--- src/rtl/program_loader.sv ---
// UART-side program loader: parses CMD_LOAD / length / data / checksum frames and
// writes assembled 32-bit words into instruction memory while holding loadProgram.
module program_loader #(
  parameter int          MEM_WORDS = 256,
  parameter logic [31:0] BASE_ADDR = 32'h0000_0000,
  parameter logic [7:0]  CMD_LOAD  = 8'h01
) (
  input  logic        clk,
  input  logic        rst,
  input  logic [7:0]  rx_data,
  input  logic        rx_done,
  output logic        loadProgram,
  output logic [31:0] addressInstrucctionProgram,
  output logic [31:0] InstructionProgram,
  output logic        write_instruction,
  output logic        prog_done,
  output logic        prog_error,
  output logic [15:0] words_written,
  output logic [2:0]  dbgState
);

  // Handshake: rx_data is consumed only on cycles where rx_done=1; there is no
  // back-pressure, so every state must be able to absorb a byte on every cycle.

  typedef enum logic [2:0] {
    IDLE   = 3'd0,
    LEN_LO = 3'd1,
    LEN_HI = 3'd2,
    DATA   = 3'd3,
    WRITE  = 3'd4,
    CHECK  = 3'd5
  } state_t;

  state_t      state, nextState;
  logic [7:0]  lenLo;
  logic [15:0] wordCount;
  logic [23:0] wordBuf;
  logic [1:0]  byteIdx;
  logic [7:0]  checksum;
  logic [15:0] lenReq;
  logic [15:0] wordsNext;

  logic startFrame, takeLenLo, takeLenHi, rejectLen, takeData;
  logic bumpWords, finishOk, finishBad;

  assign lenReq            = {rx_data, lenLo};
  assign wordsNext         = words_written + 16'd1;
  assign write_instruction = (state == WRITE);
  assign dbgState          = state;

  always_ff @(posedge clk) begin
    if (!rst) state <= IDLE;
    else      state <= nextState;
  end

  always_comb begin
    nextState  = state;
    startFrame = 1'b0;
    takeLenLo  = 1'b0;
    takeLenHi  = 1'b0;
    rejectLen  = 1'b0;
    takeData   = 1'b0;
    bumpWords  = 1'b0;
    finishOk   = 1'b0;
    finishBad  = 1'b0;
    case (state)
      IDLE: begin
        if (rx_done && rx_data == CMD_LOAD) begin
          startFrame = 1'b1;
          nextState  = LEN_LO;
        end
      end
      LEN_LO: begin
        if (rx_done) begin
          takeLenLo = 1'b1;
          nextState = LEN_HI;
        end
      end
      LEN_HI: begin
        if (rx_done) begin
          takeLenHi = 1'b1;
          if ({1'b0, lenReq} > 17'(MEM_WORDS)) begin
            rejectLen = 1'b1;
            nextState = IDLE;
          end else if (lenReq == 16'd0) begin
            nextState = CHECK;
          end else begin
            nextState = DATA;
          end
        end
      end
      DATA: begin
        if (rx_done) begin
          takeData = 1'b1;
          if (byteIdx == 2'd3) nextState = WRITE;
        end
      end
      WRITE: begin
        // A byte landing here is either the checksum (last word) or lane 0 of
        // the next word; byteIdx is already 0 so it cannot complete a word.
        bumpWords = 1'b1;
        if (wordsNext == wordCount) begin
          nextState = CHECK;
          if (rx_done) begin
            finishOk  = (rx_data == checksum);
            finishBad = (rx_data != checksum);
            nextState = IDLE;
          end
        end else begin
          nextState = DATA;
          takeData  = rx_done;
        end
      end
      CHECK: begin
        if (rx_done) begin
          finishOk  = (rx_data == checksum);
          finishBad = (rx_data != checksum);
          nextState = IDLE;
        end
      end
      default: nextState = IDLE;
    endcase
  end

  always_ff @(posedge clk) begin
    if (!rst) begin
      loadProgram                <= 1'b0;
      addressInstrucctionProgram <= 32'd0;
      InstructionProgram         <= 32'd0;
      prog_done                  <= 1'b0;
      prog_error                 <= 1'b0;
      words_written              <= 16'd0;
      lenLo                      <= 8'd0;
      wordCount                  <= 16'd0;
      wordBuf                    <= 24'd0;
      byteIdx                    <= 2'd0;
      checksum                   <= 8'd0;
    end else begin
      prog_done <= 1'b0;
      if (startFrame) begin
        loadProgram   <= 1'b1;
        prog_error    <= 1'b0;
        words_written <= 16'd0;
        checksum      <= 8'd0;
        byteIdx       <= 2'd0;
      end
      if (takeLenLo) lenLo <= rx_data;
      if (takeLenHi) wordCount <= lenReq;
      if (rejectLen) begin
        prog_error  <= 1'b1;
        loadProgram <= 1'b0;
      end
      if (takeData) begin
        checksum <= checksum ^ rx_data;
        byteIdx  <= byteIdx + 2'd1;
        case (byteIdx)
          2'd0: wordBuf[7:0]   <= rx_data;
          2'd1: wordBuf[15:8]  <= rx_data;
          2'd2: wordBuf[23:16] <= rx_data;
          default: begin
            InstructionProgram         <= {rx_data, wordBuf};
            addressInstrucctionProgram <= BASE_ADDR + {14'd0, words_written, 2'b00};
          end
        endcase
      end
      if (bumpWords) words_written <= wordsNext;
      if (finishOk) begin
        prog_done   <= 1'b1;
        loadProgram <= 1'b0;
      end
      if (finishBad) begin
        prog_error  <= 1'b1;
        loadProgram <= 1'b0;
      end
    end
  end

endmodule

--- config.mk ---
export PLATFORM = sky130hd
export DESIGN_NAME = program_loader
export DESIGN_NICKNAME = d
export VERILOG_FILES = /design/src/rtl/program_loader.sv
export SDC_FILE = /design/constraint.sdc
export NUM_CORES = 1
export LEC_CHECK = 0
export ABC_AREA = 1
export CORE_ASPECT_RATIO = 1.25
export CORE_MARGIN = 2
export CORE_UTILIZATION = 50
export DETAILED_ROUTE_END_ITERATION = 6
export PLACE_DENSITY = 0.74
export SKIP_LAST_GASP = 1
export SLEW_MARGIN = 10
export SYNTH_ARGS = -nofsm -noshare
export SYNTH_HDL_FRONTEND = slang
export SYNTH_SLANG_ARGS = --single-unit
--- constraint.sdc ---
create_clock -name clk -period 4.5 [get_ports clk]
set_clock_uncertainty 0.05 [all_clocks]
set_input_delay 0.675 -clock clk [delete_from_list [all_inputs] [get_ports clk]]
set_output_delay 0.675 -clock clk [all_outputs]
set_load 0.03 [all_outputs]
==> impl_metrics.json, run 1 <==
{
  "vias": 6519,
  "max_freq_mhz": 289,
  "ir_drop_v": 0.000224,
  "vias_per_cell": 5.04,
  "slew_headroom_pct": 32.6,
  "drtAntennaViolNets": 0,
  "wire_per_inst_um": 13.2,
  "postCtsSetupBuffers": 0,
  "fin_crit_ns": 3.46,
  "cts_root_buffer": "clkbuf_16",
  "cts_sinks": 128,
  "routed_wl_um": 17100,
  "arrival_ns": 3.75,
  "die_h_um": 135,
  "async_flop_share_pct": 0,
  "grt_pass1_wl_um": 28500,
  "grt.overflow.total": 0,
  "critical_path_depth": 18,
  "hpwl_um": 11500,
  "critPathMaxFanout": 85,
  "dr.pass1.iters": 5,
  "yosysTopAreaCell": "dfxtp_1",
  "cts_max_level": 4,
  "yosysSeqAreaShare_pct": 37.5,
  "min_path_type": "reg -> reg",
  "layout.area.seq_um2": 2560,
  "ios": 98,
  "multi_input_area_um2": 3130,
  "drt-initial-drc-count": 511,
  "post-route-util_pct": 61.5,
  "port_buffers": 81,
  "synth_top_area_share_pct": 37.5,
  "fin_cells": 1293,
  "drc_errors": 0,
  "cts_tree": "done",
  "final_nets": 1126,
  "setup_viol": 0,
  "dieArea_um2": 14600,
  "tns_ns": 0,
  "initial_core_util_pct": 51.4,
  "cellLeakagePower_nw": 3.54,
  "slew_viol_final": 0,
  "diodes": 0,
  "drive_gt1_share_pct": 7.84,
  "ys.flop_type": "dfxtp_1",
  "synth-seq-cells": 128,
  "yosysWarningCount": 0,
  "synth_edf_count": 0,
  "maxCapViolCount": 0,
  "grt_max_degree": 100,
  "critPathLaunchType": "register",
  "clock_path_buffers": 2,
  "tightest_slew_ns": 1.01,
  "total_power_mw": 2.72,
  "synth.avg_cell_area_um2": 6.47,
  "p_per_area_nw_per_um2": 333,
  "finalCritPeriodShare_pct": 76.9,
  "hold_depth": 2,
  "gp_congestion": 0.915,
  "std_cell_rows": 47,
  "synthTopCellsByArea": "dfxtp_1 (37%), nand2_1 (14%), inv_1 (10%)",
  "cp_top_family": "simple AND/OR/NAND/NOR gates",
  "worst-path-buf-inv": 3,
  "cts.repair.resized": 0,
  "cts_hold_buf": 0,
  "clk_pin_slew_ns": 0.06,
  "cp_data_required_time_ns": 4.79,
  "place_inst": 1261,
  "crit_top_cell": "nand2_1",
  "grt_pass1_vias": 6055,
  "r2r_cells": 18,
  "synth_cell_types": 31,
  "insertion_delay_ns": 0.42,
  "synthTopCellsByCount": "nand2_1 (253), inv_1 (184), dfxtp_1 (128)",
  "synth.most_common_cell": "nand2_1",
  "numCtsBuffers": 17,
  "fillers": 1311,
  "crit_slowest_cell": "buf_4",
  "rsz0062_at_grt": "no",
  "coreArea_um2": 13300,
  "r2r_slack_ns": 1.04,
  "syn2layout_area_growth_pct": 19.6,
  "grt.total_usage_pct": 24.5,
  "status": "finished clean",
  "syn_area_um2": 6830,
  "slowest_delay_ns": 0.61,
  "die_x_um": 109,
  "antenna_found_initial": 0,
  "path_cells": "ha_1 -> nand3_1 -> nor2_1 -> nand2_1 -> nand2_1 -> nand2_1 -> nand2_1 -> inv_1 -> nand3_1 -> nor2_2 -> nand3_2 -> nand2_2 -> nand2_4 -> buf_4 -> nand3_1 -> nand2_1 -> inv_1 -> nor2_1",
  "synth_cells": 1056,
  "finalHoldViolCount": 0,
  "critPathKind": "reg -> reg",
  "endpoint_kind": "register"
}
[through the flow]
| step | hold slack [ns] | area [µm²] | setup WS, ns |
|---|---|---|---|
| after floorplan | 0.394 | 6890 | 1.97 |
| after global placement | 0.407 | 7550 | 1.25 |
| after detailed placement | 0.413 | 7550 | 1.19 |
| after CTS | 0.418 | 8170 | 1.11 |
| after global routing | 0.435 | 8170 | 0.694 |
| final | 0.415 | 8170 | 1.04 |
[metal layers]
| layer | wire length, µm | share of wire [%] | GRT usage, % | vias up |
|---|---|---|---|---|
| li1 | - | - | - | 3364 |
| met1 | 7470 | 44 | 30.7 | 2913 |
| met2 | 8290 | 48 | 40.8 | 202 |
| met3 | 898 | 5.2 | 4.20 | 40 |
| met4 | 469 | 2.7 | 11.0 | 0 |
| met5 | 0 | 0 | 0 | - |
[placed cells by master (no fill, tap or decap), types with 4 or more instances in the layout]
cell / count
buf_4: 9
nor2_1: 116
nand2_1: 253
inv_6: 5
a21oi_1: 54
clkinv_4: 4
ha_1: 6
inv_1: 184
nand3b_1: 5
clkdlybuf4s50_1: 79
nor4_1: 5
conb_1: 16
dfxtp_1: 128
nand4_1: 90
o21ai_0: 27
nand3_1: 52
xor2_1: 10
nand2_2: 13
inv_2: 23
clkbuf_16: 17
[cell families (layout without fill, tap and decap cells)]
family / after synthesis / count (layout) / synth area share (%)
and+or+nand+nor: 548 / 548 / 36.1
xor gates and xnor gates: 11 / 11 / 1.41
AOI/OAI and AO/OA: 84 / 84 / 6.30
DFF: 128 / 128 / 37.5
other: 1 / 16 / 0.0549
buffers and inverters: 278 / 329 / 17.5
adders and majority gates: 6 / 6 / 1.10
[where the power goes]
group / total, mW / switching (mW) / internal [mW]
registers: 1.14 / 0.00512 / 1.14
logic: 0.136 / 0.103 / 0.0331
clock network: 1.44 / 0.546 / 0.898
total: 2.72 / 0.654 / 2.07
[area by class of cell]
cell class / instances / share of cell area (%)
inverter: 207 / 9.51
multi-input combinational: 665 / 38.3
clock buffer: 19 / 5.42
clock inverter: 13 / 2.16
tap: 171 / 2.62
sequential: 128 / 31.4
timing repair buffer: 90 / 10.6
[registers in the layout (all words and copies together) (netlist names)]
name,count
InstructionProgram,32
addressInstrucctionProgram,16
byteIdx,2
checksum,8
dbgState,3
lenLo,8
loadProgram,1
prog_done,1
prog_error,1
wordBuf,24
wordCount,16
words_written,16
[tightest hold or removal path: cells and delay by family, from the launching register on]
family	cells	cell delay [ns]
DFF	1	0.31
AOI/OAI and AO/OA	1	0.05
buffers and inverters	1	0.06
[path summary, 6_finish.rpt]
| check | start | end |
|---|---|---|
| hold / removal | wordCount[7] | wordCount[7] |
| setup reg to reg | words_written[0] | wordBuf[15] |
| hold reg to reg | wordCount[7] | wordCount[7] |
| setup / recovery | words_written[0] | wordBuf[15] |
(Power assumes the default switching activity.)
==> run 2: changes to the inputs <==
- PLACE_DENSITY: 0.74 -> 0.77
- clock period: 4.5 -> 3.1 ns (I/O delays scaled with it)
==> run 2 against run 1 <==
Fmax up 22%; sequential share of layout area shrank 0.43 points; clock-buffer cell count did not move; critical path type unchanged; combinational power up 46%; cell area grew 1.4%; critical path depth is 2 lower; worst hold slack gained 0.016 ns; power rose by 46%.
==> impl_metrics.json, run 2 (synthesis results as in run 1) <==
{
  "total_power_mw": 3.99,
  "critPathLaunchType": "register",
  "cts_max_level": 4,
  "largest_reg_flops": 32,
  "path_cells": "nand3_1 -> nor2_2 -> nand2_1 -> nand3_1 -> nand2_1 -> nor2_1 -> nand2_1 -> nor2_1 -> nand3_2 -> nand2_2 -> nand2_4 -> buf_4 -> nand3_1 -> nand2_1 -> inv_1 -> nor2_1",
  "die_h_um": 135,
  "cp_data_required_time_ns": 3.36,
  "insertion_delay_ns": 0.42,
  "critPathKind": "reg -> reg",
  "clock_path_buffers": 2,
  "critPathMaxFanout": 25,
  "drt-initial-drc-count": 524,
  "wire_per_inst_um": 13.5,
  "finalHoldViolCount": 0,
  "reg.largest.list": "InstructionProgram x32, wordBuf x24",
  "initial_core_util_pct": 51.4,
  "place_area_um2": 7660,
  "drive_gt1_share_pct": 8.91,
  "numCtsBuffers": 17,
  "finalCritPeriodShare_pct": 91.4,
  "status": "finished clean",
  "routed_wl_um": 17600,
  "maxCapViolCount": 0,
  "grt.overflow.total": 0,
  "final_nets": 1138,
  "p_int_mw": 3.07,
  "antenna_found_initial": 0,
  "grt.total_usage_pct": 25.0,
  "min_path_type": "reg -> reg",
  "cts_root_buffer": "clkbuf_16",
  "p_per_area_nw_per_um2": 481,
  "ios": 98,
  "hpwl_um": 11600,
  "drc_errors": 0,
  "cts_sinks": 128,
  "rsz0062_at_grt": "no",
  "drtAntennaViolNets": 0,
  "syn2layout_area_growth_pct": 21.3,
  "worst-path-buf-inv": 2,
  "grt_pass1_wl_um": 29200,
  "combinationalPowerShare_pct": 5.0,
  "tightest_slew_ns": 1.04,
  "vias_per_cell": 5.08,
  "slew_headroom_pct": 30.6,
  "grt_max_degree": 100,
  "cp_top_family": "simple AND/OR/NAND/NOR gates",
  "mostFrequentLayoutCell": "nand2_1",
  "cellLeakagePower_nw": 3.61,
  "crit_top_cell": "nand2_1",
  "coreArea_um2": 13300,
  "switching_share_pct": 22.9,
  "slew_viol_final": 0,
  "switchingPower_uw": 914,
  "die_x_um": 109,
  "vias": 6629,
  "port_buffers": 81,
  "top_register": "InstructionProgram",
  "grt_pass1_vias": 6109,
  "postCtsSetupBuffers": 0,
  "ir_drop_v": 0.000307,
  "crit_slowest_cell": "dfxtp_1",
  "final_cell_mix": "nand2_1 (253), inv_1 (184), dfxtp_1 (128)",
  "diodes": 0,
  "arrival_ns": 3.09,
  "cts_tree": "done",
  "clk_pin_slew_ns": 0.06,
  "max_freq_mhz": 353,
  "p_clk_share_pct": 53.3,
  "fin_area_um2": 8290,
  "dieArea_um2": 14600,
  "fin_crit_ns": 2.83,
  "tns_ns": 0,
  "endpoint_kind": "register",
  "gp_congestion": 0.918,
  "std_cell_rows": 47,
  "seqPwrFrac_pct": 41.7,
  "dr.pass1.iters": 5,
  "slowest_delay_ns": 0.51,
  "setup_viol": 0
}
==> run 2: cell types whose count changed in the layout (fill, tap and decap cells not counted), sizes merged <==
cell      change
buf          +12
inv           -3
bufinv        +1
clkinv        +1
clkinvlp      +1
==> run 2: worst min-delay path, stage by stage, from the launching register on <==
cell and delay [ns]:
dfxtp_1 0.31, inv_1 0.07, a21oi_1 0.05
==> run 2: final cells by class <==
| type | instances | area, µm² |
|---|---|---|
| well taps | 171 | 214 |
| multi-input cells | 665 | 3130 |
| clock inverters | 13 | 185 |
| inverters | 207 | 777 |
| clock buffers | 19 | 443 |
| repair buffers | 102 | 971 |
| fillers | 1235 | 5000 |
| flip-flops and latches | 128 | 2560 |
==> run 2: power groups by stage <==
stage / clock [mW] / sequential, mW / combinational [mW]
finish: 2.13 / 1.66 / 0.199
global route: 2.19 / 1.66 / 0.220
CTS: 2.14 / 1.66 / 0.196
detailed placement: 0 / 1.70 / 0.195
global placement: 0 / 1.70 / 0.195
floorplan: 0 / 1.70 / 0.150
==> run 2: final timing paths <==
check	cells past startpoint	startpoint	slack [ns]	endpoint
min	2	wordCount[7]	0.43	wordCount[7]
min reg2reg	2	wordCount[7]	0.43	wordCount[7]
max reg2reg	16	words_written[2]	0.27	wordBuf[23]
max	16	words_written[2]	0.27	wordBuf[23]
==> run 2: stage by stage <==
stage | std cells | util [%] | worst slack, ns | hold WS [ns]
finish | 1305 | 62.4 | 0.267 | 0.432
global route | 1305 | 62.4 | 0.0269 | 0.462
CTS | 1305 | 62.3 | 0.289 | 0.436
detailed placement | 1273 | 57.6 | 0.145 | 0.419
global placement | 1273 | 57.6 | 0.121 | 0.417
floorplan | 1071 | - | 0.566 | 0.394
==> run 2: layer usage <==
metal / GRT usage [%] / routed length (µm)
met5: 0 / 0
met4: 10.5 / 406
met2: 41.3 / 8610
met3: 4.54 / 977
met1: 31.8 / 7580
==> run 2: what timing repair did <==
action | in CTS | in global routing
gates resized for setup | 0 | 1
hold endpoints to repair | 0 | 0
hold buffers | 0 | 0
setup endpoints to repair | 0 | 6
